## src/rtl/dcp_txn_tracker.sv

```systemverilog
// dcp_txn_tracker: passive outstanding-transaction scoreboard for NUM_CH request/response
// channels, with per-ID counts, per-channel totals, watchdogs and first-error capture.
module dcp_txn_tracker #(
  parameter  int NUM_CH  = 4,
  parameter  int ID_W    = 3,
  parameter  int CNT_W   = 2,
  parameter  int TMO_W   = 10,
  parameter  int TIMEOUT = 1000,
  localparam int CH_W    = (NUM_CH > 1) ? $clog2(NUM_CH) : 1,
  localparam int TOT_W   = ID_W + CNT_W
) (
  input  logic                      clk,
  input  logic                      rst,
  input  logic                      enable,
  input  logic                      clr_err,
  input  logic [NUM_CH-1:0]         req_val,
  input  logic [NUM_CH-1:0]         req_rdy,
  input  logic [NUM_CH*ID_W-1:0]    req_id,
  input  logic [NUM_CH-1:0]         rsp_val,
  input  logic [NUM_CH-1:0]         rsp_rdy,
  input  logic [NUM_CH*ID_W-1:0]    rsp_id,
  input  logic                      qry_val,
  input  logic [CH_W-1:0]           qry_ch,
  input  logic [ID_W-1:0]           qry_id,
  output logic                      qry_rsp_val,
  output logic [CNT_W-1:0]          qry_cnt,
  output logic [NUM_CH*TOT_W-1:0]   out_total,
  output logic [NUM_CH-1:0]         err_unexp,
  output logic [NUM_CH-1:0]         err_ovf,
  output logic [NUM_CH-1:0]         err_tmo,
  output logic                      err_any,
  output logic [1:0]                err_first_code,
  output logic [CH_W-1:0]           err_first_ch,
  output logic [ID_W-1:0]           err_first_id,
  output logic                      idle
);

  localparam int                NUM_ID  = 1 << ID_W;
  localparam logic [CNT_W-1:0]  CNT_MAX = '1;
  localparam logic [TMO_W-1:0]  TMO_LIM = TMO_W'(TIMEOUT);

  logic [CNT_W-1:0] cnt       [NUM_CH][NUM_ID];
  logic [CNT_W-1:0] cnt_nxt   [NUM_CH][NUM_ID];
  logic [TOT_W-1:0] total     [NUM_CH];
  logic [TOT_W-1:0] total_nxt [NUM_CH];
  logic [TMO_W-1:0] wd        [NUM_CH];
  logic [TMO_W-1:0] wd_nxt    [NUM_CH];
  logic [ID_W-1:0]  rid       [NUM_CH];
  logic [ID_W-1:0]  sid       [NUM_CH];
  logic [NUM_CH-1:0] req_hsk, rsp_hsk;
  logic [NUM_CH-1:0] new_unexp, new_ovf, new_tmo;
  logic              idle_nxt;
  logic [1:0]        code_nxt;
  logic [CH_W-1:0]   fch_nxt;
  logic [ID_W-1:0]   fid_nxt;
  logic [CNT_W-1:0]  qry_cnt_nxt;

  assign req_hsk = req_val & req_rdy;
  assign rsp_hsk = rsp_val & rsp_rdy;
  assign err_any = |{err_unexp, err_ovf, err_tmo};

  for (genvar c = 0; c < NUM_CH; c++) begin : g_ch
    assign rid[c] = req_id[c*ID_W +: ID_W];
    assign sid[c] = rsp_id[c*ID_W +: ID_W];
    assign out_total[c*TOT_W +: TOT_W] = total[c];
  end

  // A request and response on the same ID in one cycle cancel (pass-through).
  always_comb begin
    cnt_nxt   = cnt;
    total_nxt = total;
    wd_nxt    = wd;
    new_unexp = '0;
    new_ovf   = '0;
    new_tmo   = '0;
    if (enable) begin
      for (int c = 0; c < NUM_CH; c++) begin
        if (!(req_hsk[c] && rsp_hsk[c] && rid[c] == sid[c])) begin
          if (req_hsk[c]) begin
            if (cnt[c][rid[c]] == CNT_MAX) begin
              new_ovf[c] = 1'b1;
            end else begin
              cnt_nxt[c][rid[c]] = cnt[c][rid[c]] + 1'b1;
              total_nxt[c]       = total_nxt[c] + 1'b1;
            end
          end
          if (rsp_hsk[c]) begin
            if (cnt[c][sid[c]] == '0) begin
              new_unexp[c] = 1'b1;
            end else begin
              cnt_nxt[c][sid[c]] = cnt[c][sid[c]] - 1'b1;
              total_nxt[c]       = total_nxt[c] - 1'b1;
            end
          end
        end
        if (rsp_hsk[c] || total[c] == '0) begin
          wd_nxt[c] = '0;
        end else if (wd[c] != TMO_LIM) begin
          wd_nxt[c]  = wd[c] + 1'b1;
          new_tmo[c] = (wd[c] == TMO_LIM - 1'b1);
        end
      end
    end
    idle_nxt = 1'b1;
    for (int c = 0; c < NUM_CH; c++) begin
      if (total_nxt[c] != '0) idle_nxt = 1'b0;
    end
  end

  // First-error capture: lowest channel wins, then unexp > ovf > tmo.
  always_comb begin
    logic open;
    code_nxt = clr_err ? 2'd0 : err_first_code;
    fch_nxt  = clr_err ? '0 : err_first_ch;
    fid_nxt  = clr_err ? '0 : err_first_id;
    open     = (code_nxt == 2'd0);
    for (int c = 0; c < NUM_CH; c++) begin
      if (open) begin
        if (new_unexp[c]) begin
          open = 1'b0; code_nxt = 2'd1; fch_nxt = CH_W'(c); fid_nxt = sid[c];
        end else if (new_ovf[c]) begin
          open = 1'b0; code_nxt = 2'd2; fch_nxt = CH_W'(c); fid_nxt = rid[c];
        end else if (new_tmo[c]) begin
          open = 1'b0; code_nxt = 2'd3; fch_nxt = CH_W'(c); fid_nxt = '0;
        end
      end
    end
  end

  always_comb begin
    qry_cnt_nxt = '0;
    if (int'(qry_ch) < NUM_CH) qry_cnt_nxt = cnt_nxt[qry_ch][qry_id];
  end

  always_ff @(posedge clk or posedge rst) begin
    if (rst) begin
      for (int c = 0; c < NUM_CH; c++) begin
        for (int i = 0; i < NUM_ID; i++) cnt[c][i] <= '0;
        total[c] <= '0;
        wd[c]    <= '0;
      end
      err_unexp      <= '0;
      err_ovf        <= '0;
      err_tmo        <= '0;
      err_first_code <= 2'd0;
      err_first_ch   <= '0;
      err_first_id   <= '0;
      qry_rsp_val    <= 1'b0;
      qry_cnt        <= '0;
      idle           <= 1'b1;
    end else begin
      cnt            <= cnt_nxt;
      total          <= total_nxt;
      wd             <= wd_nxt;
      err_unexp      <= (clr_err ? '0 : err_unexp) | new_unexp;
      err_ovf        <= (clr_err ? '0 : err_ovf)   | new_ovf;
      err_tmo        <= (clr_err ? '0 : err_tmo)   | new_tmo;
      err_first_code <= code_nxt;
      err_first_ch   <= fch_nxt;
      err_first_id   <= fid_nxt;
      qry_rsp_val    <= qry_val;
      qry_cnt        <= qry_cnt_nxt;
      idle           <= idle_nxt;
    end
  end

endmodule

```

## config.mk

```make
export PLATFORM = sky130hd
export DESIGN_NAME = dcp_txn_tracker
export DESIGN_NICKNAME = d
export VERILOG_FILES = /design/src/rtl/dcp_txn_tracker.sv
export SDC_FILE = /design/constraint.sdc
export NUM_CORES = 1
export LEC_CHECK = 0
export CAP_MARGIN = 10
export CORE_UTILIZATION = 35
export DETAILED_ROUTE_END_ITERATION = 7
export PLACE_DENSITY = 0.59
export SKIP_LAST_GASP = 1
export SYNTH_ARGS = -nofsm -noshare
export SYNTH_HDL_FRONTEND = slang
export SYNTH_SLANG_ARGS = --single-unit
```

## constraint.sdc

```tcl
create_clock -name clk -period 12.5 [get_ports clk]
set_input_delay 2.5 -clock clk [delete_from_list [all_inputs] [get_ports clk]]
set_output_delay 2.5 -clock clk [all_outputs]
set_load 0.01 [all_outputs]
```

==> flow_summary_export.csv, run 1 <==
group,metric,value,unit
worst_setup_path,regToRegEndpoint,"idle$_DFF_PP1_",
route,drcViolationCount,0,
yosys,synth_ff_type,"dfrtp_1",
worst_setup_path,worst_setup_path_start_kind,"input pin",
route,via_per_inst,6.11,
cts,cts_setup_buffers,0,
grt,grt_pass1_vias,10400,
yosys,ys_ff_latch,147,
worst_setup_path,rr_worst_depth,16,
cts,clkSlewWorstSetupHoldPaths,0.07,ns
place,place_area,12800,um2
cells_and_area,fillerInstances,3297,
cells_and_area,nNetsFinal,1471,
cells_and_area,diodes,0,
sta,post-route-period-util,0.578,
run,cap_violations,0,
route,drt_first_iter_violations,1140,
yosys,ys_types,86,
place,port-buffer-count,93,
yosys,synth_area_leaders,"dfrtp_1 (32%), o21ai_0 (3.9%), nand2_1 (3.8%), nor2_1 (3.7%), mux4_2 (3.1%)",
sta,tns,0,ns
cts,clock_sinks,147,
cells_and_area,stdcell_count,1848,
worst_setup_path,worst-path-max-fanout,14,
grt,grt_max_degree,80,
yosys,ys_warn_count,0,
sta,worst_slew_pin_slew,1.06,ns
cells_and_area,final_area,13400,um2
status,status,"complete, no violations",
worst_setup_path,worstSetupPathType,"in -> reg",
yosys,postSynthAreaPerCell,8.55,um2
sta,min_period,7.23,ns
pwr,power.density,179,nW/um2
floorplanning,rows,66,
route,dr_wl_met3,2.55,mm
worst_setup_path,worst_setup_path_end_kind,"flip-flop",
yosys,synth_edf_count,0,
yosys,ys_seq_area_frac,0.318,
route,num_vias,11300,
route,firstDrtPassIters,5,
cts,cts_tree,"done",
sta,hold_viol_final,0,
floorplanning,die-area,33700,um2
cts,cts_root_buf,"clkbuf_16",
yosys,yosysTopAreaCellShare,0.316,
sta,max-slew-margin-rel,0.284,
yosys,synth.most_common_cell,"dfrtp_1",
yosys,synth_common_cells,"dfrtp_1 (146), nand2_1 (118), nor2_1 (114)",
place,place_congestion,0.949,
cts,holdBufCountCts,0,
cts,insertion_delay,0.44,ns
yosys,yosysTopAreaCell,"dfrtp_1",
cts,numCtsBuffers,17,
floorplanning,ioPinCount,94,
grt,grt_pass1_wl,60.7,mm
route,m1WireLength,17.1,mm
sta,setup_violations,0,
sta,fmax,138,MHz
yosys,syn_inst,1352,
sta,slew_violations,0,
cells_and_area,drive_above_1_share,0.0761,
floorplanning,die_x,184,um
sta,rsz0062_at_grt,"no",
worst_setup_path,reg2reg_from,"cnt[48]$_DFF_PP0_",
route,routed.top_layer,"met4",
cells_and_area,utilization,0.411,
route,ant_nets,0,
sta,skew,0.00860,ns
worst_hold_path,hp-start,"wd[18]$_DFFE_PP0P_",
yosys,async_reset_ff_frac,1.00,
route,avgRoutedWirePerCell,21.1,um
route,finalWirelength,39.0,mm
grt,grt_use_total,0.233,
yosys,synth_nets,1430,
cells_and_area,syn_to_final_growth,15.8,%
pwr,ir_worst_vdd,0.0805,mV
cts,clk_path_buf_depth,2,
route,dr_wl_met2,18.3,mm
pwr,leakagePower,5.17,nW
sta,whs,0.489,ns
cts,htree_levels,4,
worst_hold_path,hold_path_end,"wd[18]$_DFFE_PP0P_",
place,hpwl,29.4,mm
grt,antenna_found_initial,0,
floorplanning,initial_utilization,0.355,
worst_setup_path,rrSetupSlack,7.81,ns
place,dp_cells,1816,
grt,grt-ovfl-total,0,
floorplanning,die_y,184,um
worst_setup_path,required,12.87,ns
worst_setup_path,crit_arrival,7.59,ns
floorplanning,core_area,32500,um2
yosys,syn_area,11600,um2
worst_hold_path,whs_path_depth,1,
cts,cts_resized,0,
worst_hold_path,min_path_type,"reg -> reg",
## worst max-delay path by stage
stage / start / end / slack (ns) / cells past startpoint
2_1_floorplan: req_id[1] / idle$_DFF_PP1_ / 5.94 / 19
3_3_place_gp: req_id[4] / idle$_DFF_PP1_ / 4.97 / 17
3_5_place_dp: req_id[0] / idle$_DFF_PP1_ / 4.85 / 17
4_1_cts: req_id[0] / idle$_DFF_PP1_ / 5.27 / 17
5_1_grt: req_id[0] / idle$_DFF_PP1_ / 4.87 / 17
6_report: req_id[0] / idle$_DFF_PP1_ / 5.27 / 17
## worst max-delay path: stages
cell	delay, ns
clkdlybuf4s50_1	0.82
mux4_2	0.57
nand2_1	0.15
o21ai_0	0.19
ha_1	0.31
nand3b_1	0.31
mux2_2	0.36
inv_1	0.06
ha_1	0.14
nand4b_1	0.18
xor2_1	0.21
nand2_1	0.09
xnor2_1	0.17
or4_1	0.58
or4_1	0.40
or4_1	0.44
nor3_2	0.12
## layout make-up
class	count	area, um2	area share
Tap cell	442	553	0.0413
Timing Repair Buffer	105	1020	0.0759
Clock inverter	12	121	0.00907
Sequential cell	147	3680	0.275
Clock buffer	20	447	0.0334
Multi-Input combinational cell	1069	7360	0.550
Inverter	53	204	0.0152
## cell families (layout without fill, tap and decap cells)
| family | Yosys count | count (layout) | share of synthesized area |
|---|---|---|---|
| flops | 147 | 147 | 0.318 |
| fa+ha+maj | 28 | 28 | 0.0303 |
| simple gates | 552 | 552 | 0.260 |
| xor+xnor | 66 | 66 | 0.0507 |
| compound gates | 359 | 359 | 0.220 |
| buf+inv | 136 | 190 | 0.0458 |
| mux | 64 | 64 | 0.0747 |
## stage by stage
step           setup slack (ns)  total power, W
3_5_place_dp               4.85         0.00187
5_1_grt                    4.87         0.00253
4_1_cts                    5.27         0.00239
3_3_place_gp               4.97         0.00188
2_1_floorplan              5.94         0.00145
6_report                   5.27         0.00239
## registers in the layout, indices dropped and copies added (netlist names)
name,flops
cnt,64
err_first_ch,2
err_first_code,2
err_first_id,3
err_ovf,4
err_tmo,4
err_unexp,4
idle,1
out_total,20
qry_cnt,2
qry_rsp_val,1
wd,40
## cells in the final DEF, fill, tap and decap left out, types with 28 or more instances in the layout
cell and n:
ha_1 28, mux2i_1 30, a21oi_1 45, nand2_1 118
clkdlybuf4s50_1 92, nand4_1 33, xnor2_1 38, nor2_1 114
nand3_1 62, o21ai_0 89, dfrtp_1 146, inv_1 51
## power by group
part           internal (W)  switching [W]  total, W
clock network      0.000282       0.000219  0.000502
logic              0.000456       0.000570   0.00103
registers          0.000641       0.000223  0.000864
## layer usage
metal,global-route usage,up-vias
met2,0.376,470
met4,0.0790,0
met5,0,-
met1,0.319,5568
met3,0.0347,55
li1,-,5194
No activity file was read; power rests on OpenSTA's default activity.
==> inputs of run 2 (changes only) <==
Clock period 12.5 ns to 7.1 ns, I/O delays scaled along.
==> run 2 against run 1 <==
Die area is the same. Clock power grew 95%. Clock skew grew 0.0054 ns. Flip-flop and latch count is the same. Largest cell class unchanged.
==> flow_summary_export.csv, run 2 (synthesis results as in run 1) <==
group,metric,value,unit
cts,cts_root_buf,"clkbuf_16",
cells_and_area,stdcell_count,1856,
sta,setup_slack,0.933,ns
sta,skew,0.0140,ns
cts,clk_path_buf_depth,2,
worst_setup_path,max_stage_delay,0.85,ns
place,place_congestion,0.968,
place,hpwl,29.2,mm
cells_and_area,final_common_cell,"dfrtp_1",
cts,clkSlewWorstSetupHoldPaths,0.07,ns
cells_and_area,diodes,0,
pwr,power.density,319,nW/um2
sta,fmax,162,MHz
route,via_per_inst,6.05,
cells_and_area,top_register,"cnt",
grt,grt_pass1_vias,10500,
cts,holdBufCountCts,0,
worst_setup_path,crit_path_frequent_cell,"or4_1",
worst_setup_path,crit_arrival,6.53,ns
place,place_area,12900,um2
route,ant_nets,0,
sta,slew_violations,0,
cts,htree_levels,4,
sta,max-slew-margin-rel,0.278,
route,num_vias,11200,
sta,tns,0,ns
cts,cts_tree,"done",
sta,worst_slew_pin_slew,1.07,ns
route,drt_first_iter_violations,1002,
worst_setup_path,critical_path.top_delay_family,"simple AND/OR/NAND/NOR gates",
route,finalWirelength,38.7,mm
grt,antenna_found_initial,0,
route,drcViolationCount,0,
sta,post-route-period-util,0.869,
cells_and_area,syn_to_final_growth,16.8,%
route,firstDrtPassIters,6,
route,avgRoutedWirePerCell,20.8,um
status,status,"complete, no violations",
worst_setup_path,worst_setup_path_start_kind,"input pin",
sta,hold_viol_final,0,
place,port-buffer-count,93,
cells_and_area,final_area,13500,um2
cells_and_area,nNetsFinal,1479,
cts,clock_sinks,147,
worst_setup_path,required,7.46,ns
floorplanning,die_y,184,um
place,dp_slack,0.492,ns
worst_setup_path,slowest_stage,"clkdlybuf4s50_1",
floorplanning,initial_utilization,0.355,
cells_and_area,largest_reg_flops,64,
worst_setup_path,worst-path-max-fanout,15,
grt,grt_use_total,0.232,
cts,cts_setup_buffers,0,
worst_setup_path,worstSetupPathType,"in -> reg",
floorplanning,rows,66,
grt,grt_pass1_wl,60.6,mm
pwr,ir_worst_vdd,0.159,mV
grt,grt_max_degree,79,
worst_hold_path,min_path_type,"reg -> reg",
cts,cts_resized,0,
worst_setup_path,worst_setup_path_end_kind,"flip-flop",
floorplanning,ioPinCount,94,
pwr,leakagePower,5.25,nW
worst_setup_path,cp_cell_sequence,"clkdlybuf4s50_1 -> mux2i_1 -> mux2_2 -> o21ai_0 -> ha_1 -> nand3b_1 -> mux2_2 -> inv_1 -> ha_1 -> nand4b_1 -> xor2_1 -> nand2_1 -> xnor2_1 -> or4_1 -> or4_1 -> or4_1 -> nor3_2",
grt,grt-ovfl-total,0,
floorplanning,die_x,184,um
cts,numCtsBuffers,17,
sta,whs,0.517,ns
cells_and_area,fillerInstances,3318,
place,dp_cells,1823,
floorplanning,die-area,33700,um2
worst_setup_path,crit_buf_inv,2,
sta,min_period,6.17,ns
cts,insertion_delay,0.43,ns
floorplanning,core_area,32500,um2
sta,rsz0062_at_grt,"no",
sta,setup_violations,0,
run,cap_violations,0,
cells_and_area,drive_above_1_share,0.0820,
cells_and_area,final_cell_mix,"dfrtp_1 (146), nand2_1 (118), nor2_1 (114), clkdlybuf4s50_1 (92), o21ai_0 (89)",
-- run 2: cell types whose count changed in the layout (fill, tap and decap cells not counted), sizes merged --
cell	change
buf	+8
bufinv	+2
clkbuf	-2
clkinv	-1
clkinvlp	-4
inv	+5
-- run 2: final timing paths --
kind / start / endpoint / slack, ns / depth (start not counted)
hold reg to reg: wd[18]$_DFFE_PP0P_ / wd[18]$_DFFE_PP0P_ / 0.52 / 1
setup / recovery: req_id[1] / idle$_DFF_PP1_ / 0.93 / 17
min in group asynchronous: rst / wd[7]$_DFFE_PP0P_ / 1.48 / 2
max in group asynchronous: rst / cnt[52]$_DFF_PP0_ / 4.18 / 3
setup reg to reg: cnt[48]$_DFF_PP0_ / idle$_DFF_PP1_ / 2.31 / 16
hold / removal: wd[18]$_DFFE_PP0P_ / wd[18]$_DFFE_PP0P_ / 0.52 / 1
-- run 2: through the flow --
step / util / power (W)
floorplan: - / 0.00255
global placement: 0.395 / 0.00330
detailed placement: 0.395 / 0.00330
CTS: 0.414 / 0.00429
global route: 0.415 / 0.00455
finish: 0.415 / 0.00430
-- run 2: area by class of cell --
type,count,area [um2],share of cell area
clock buffers,18,429,0.0318
clock inverters,14,188,0.0139
inverters,53,204,0.0151
multi-input cells,1069,7360,0.546
flip-flops and latches,147,3680,0.273
well taps,442,553,0.0410
repair buffers,113,1080,0.0798
-- run 2: worst register-to-register path, stage by stage (launching register included) --
cell      delay, ns
dfrtp_1        0.46
mux4_2         0.49
nand2_1        0.16
o21ai_0        0.24
ha_1           0.33
nand3b_1       0.30
mux2_2         0.36
inv_1          0.07
ha_1           0.13
nand4b_1       0.17
xor2_1         0.18
nand2_1        0.08
xnor2_1        0.17
or4_1          0.60
or4_1          0.41
or4_1          0.45
nor3_2         0.13
-- run 2: layer usage --
layer,global-route usage,part of all wire
met1,0.319,0.45
met2,0.370,0.46
met3,0.0333,0.065
met4,0.0810,0.029
met5,0,0
-- run 2: power breakdown --
part	switching (W)	total [W]	internal, W
Combinational	0.000999	0.00180	0.000805
Clock	0.000413	0.000979	0.000567
Sequential	0.000393	0.00152	0.00113
Total	0.00181	0.00430	0.00250
==> inputs of run 3 (changes only) <==
Settings changed: CAP_MARGIN 10 to default.
==> run 3 against run 2 <==
Register-to-register slack got worse by 0.03 ns. Die area stayed put. Final cell count hardly changed. Worst setup slack lost 0.0060 ns. Clock skew fell by 0.00092 ns. Cell area about the same. Critical path depth did not move. Maximum frequency hardly changed. Worst hold slack got worse by 0.00082 ns. Combinational power barely moved. Clock-buffer cell count unchanged. Critical endpoint unchanged. Utilization about the same.
==> flow_summary_export.csv, run 3 (synthesis results as in run 1) <==
group,metric,value,unit
cts,clock_sinks,147,
sta,fmax,162,MHz
route,avgRoutedWirePerCell,20.8,um
worst_setup_path,worst_setup_path_start_kind,"input pin",
worst_setup_path,max_stage_delay,0.85,ns
floorplanning,die_y,184,um
sta,skew,0.0131,ns
cells_and_area,largest_reg_flops,64,
worst_setup_path,crit_arrival,6.54,ns
place,port-buffer-count,93,
grt,grt-ovfl-total,0,
cells_and_area,final_cell_mix,"dfrtp_1 (146), nand2_1 (118), nor2_1 (114), clkdlybuf4s50_1 (92), o21ai_0 (89)",
pwr,power.total,0.00430,W
grt,grt_pass1_vias,10500,
cts,insertion_delay,0.44,ns
cts,cts_tree,"done",
cells_and_area,utilization,0.414,
worst_setup_path,worstSetupPathType,"in -> reg",
sta,hold_viol_final,0,
cts,cts_setup_buffers,0,
cells_and_area,fillerInstances,3318,
cts,cts_resized,0,
pwr,ir_worst_vdd,0.161,mV
cells_and_area,diodes,0,
floorplanning,ioPinCount,94,
worst_setup_path,regToRegEndpoint,"idle$_DFF_PP1_",
cells_and_area,syn_to_final_growth,16.7,%
cts,clkSlewWorstSetupHoldPaths,0.07,ns
route,ant_nets,0,
route,firstDrtPassIters,5,
sta,slew_violations,0,
cells_and_area,drive_above_1_share,0.0814,
floorplanning,rows,66,
sta,rsz0062_at_grt,"no",
route,via_per_inst,6.03,
worst_setup_path,cp_cell_sequence,"clkdlybuf4s50_1 -> mux2i_1 -> mux2_2 -> o21ai_0 -> ha_1 -> nand3b_1 -> mux2_2 -> inv_1 -> ha_1 -> nand4b_1 -> xor2_1 -> nand2_1 -> xnor2_1 -> or4_1 -> or4_1 -> or4_1 -> nor3_2",
floorplanning,initial_utilization,0.355,
sta,max-slew-margin-rel,0.201,
pwr,leakagePower,5.24,nW
worst_setup_path,rrSetupSlack,2.28,ns
pwr,power.density,319,nW/um2
worst_hold_path,whs_path_depth,1,
run,cap_violations,0,
grt,grt_pass1_wl,60.6,mm
route,finalWirelength,38.5,mm
floorplanning,die_x,184,um
place,hpwl,29.2,mm
route,num_vias,11200,
worst_setup_path,worst-path-max-fanout,15,
status,status,"complete, no violations",
sta,post-route-period-util,0.869,
route,drt_first_iter_violations,1217,
sta,worst_slew_pin_slew,1.19,ns
route,drcViolationCount,0,
place,place_congestion,0.968,
sta,min_period,6.17,ns
floorplanning,die-area,33700,um2
cts,cts_root_buf,"clkbuf_16",
grt,antenna_found_initial,0,
grt,grt_use_total,0.232,
sta,setup_violations,0,
worst_setup_path,slowest_stage,"clkdlybuf4s50_1",
cts,htree_levels,4,
worst_setup_path,rr_worst_depth,16,
floorplanning,core_area,32500,um2
worst_setup_path,required,7.47,ns
grt,grt_max_degree,79,
worst_hold_path,min_path_type,"reg -> reg",
worst_setup_path,worst_setup_path_end_kind,"flip-flop",
cts,clk_path_buf_depth,2,
worst_hold_path,hold_path_end,"wd[18]$_DFFE_PP0P_",
worst_setup_path,cp.depth,17,
worst_setup_path,crit_path_frequent_cell,"or4_1",
cells_and_area,final_common_cell,"dfrtp_1",
worst_hold_path,hp-start,"wd[18]$_DFFE_PP0P_",
sta,whs,0.516,ns
cts,numCtsBuffers,17,
worst_setup_path,critical_path.top_delay_family,"simple AND/OR/NAND/NOR gates",
sta,tns,0,ns
worst_setup_path,crit_buf_inv,2,
cells_and_area,top_register,"cnt",
cells_and_area,nNetsFinal,1478,
worst_setup_path,reg2reg_from,"cnt[48]$_DFF_PP0_",
cts,holdBufCountCts,0,
run 3: changes by cell type in the layout (fill, tap and decap cells not counted):
cell | previous run | this run
buf_4 | 20 | 19
run 3: worst max path at each step:
stage / end / from
3_5_place_dp: idle$_DFF_PP1_ / req_id[1]
6_report: idle$_DFF_PP1_ / req_id[1]
4_1_cts: idle$_DFF_PP1_ / req_id[1]
3_3_place_gp: idle$_DFF_PP1_ / req_id[1]
2_1_floorplan: idle$_DFF_PP1_ / req_id[1]
5_1_grt: idle$_DFF_PP1_ / req_id[3]
run 3: power by group:
part           internal [W]  switching (W)
clock network      0.000567       0.000416
logic              0.000805       0.000999
registers           0.00113       0.000390
total               0.00250        0.00180
run 3: routing by layer:
metal | vias to the layer above | track usage | part of all wire
met3 | 63 | 0.0333 | 0.062
met5 | - | 0 | 0
li1 | 5207 | - | -
met2 | 455 | 0.370 | 0.46
met4 | 0 | 0.0810 | 0.029
met1 | 5456 | 0.319 | 0.45
run 3: cell type report:
| class | instances | area (um2) | area share |
|---|---|---|---|
| inverters | 53 | 204 | 0.0151 |
| flip-flops and latches | 147 | 3680 | 0.273 |
| clock buffers | 18 | 429 | 0.0318 |
| multi-input cells | 1069 | 7360 | 0.546 |
| repair buffers | 112 | 1070 | 0.0793 |
| clock inverters | 14 | 188 | 0.0139 |
| well taps | 442 | 553 | 0.0410 |
run 3: per-stage QoR:
stage / setup slack [ns] / instance area (um2) / instances
2_1_floorplan: 1.62 / 11600 / 1352
5_1_grt: 0.608 / 13500 / 1855
4_1_cts: 0.962 / 13500 / 1855
3_5_place_dp: 0.492 / 12900 / 1823
3_3_place_gp: 0.683 / 12900 / 1823
6_report: 0.927 / 13500 / 1855
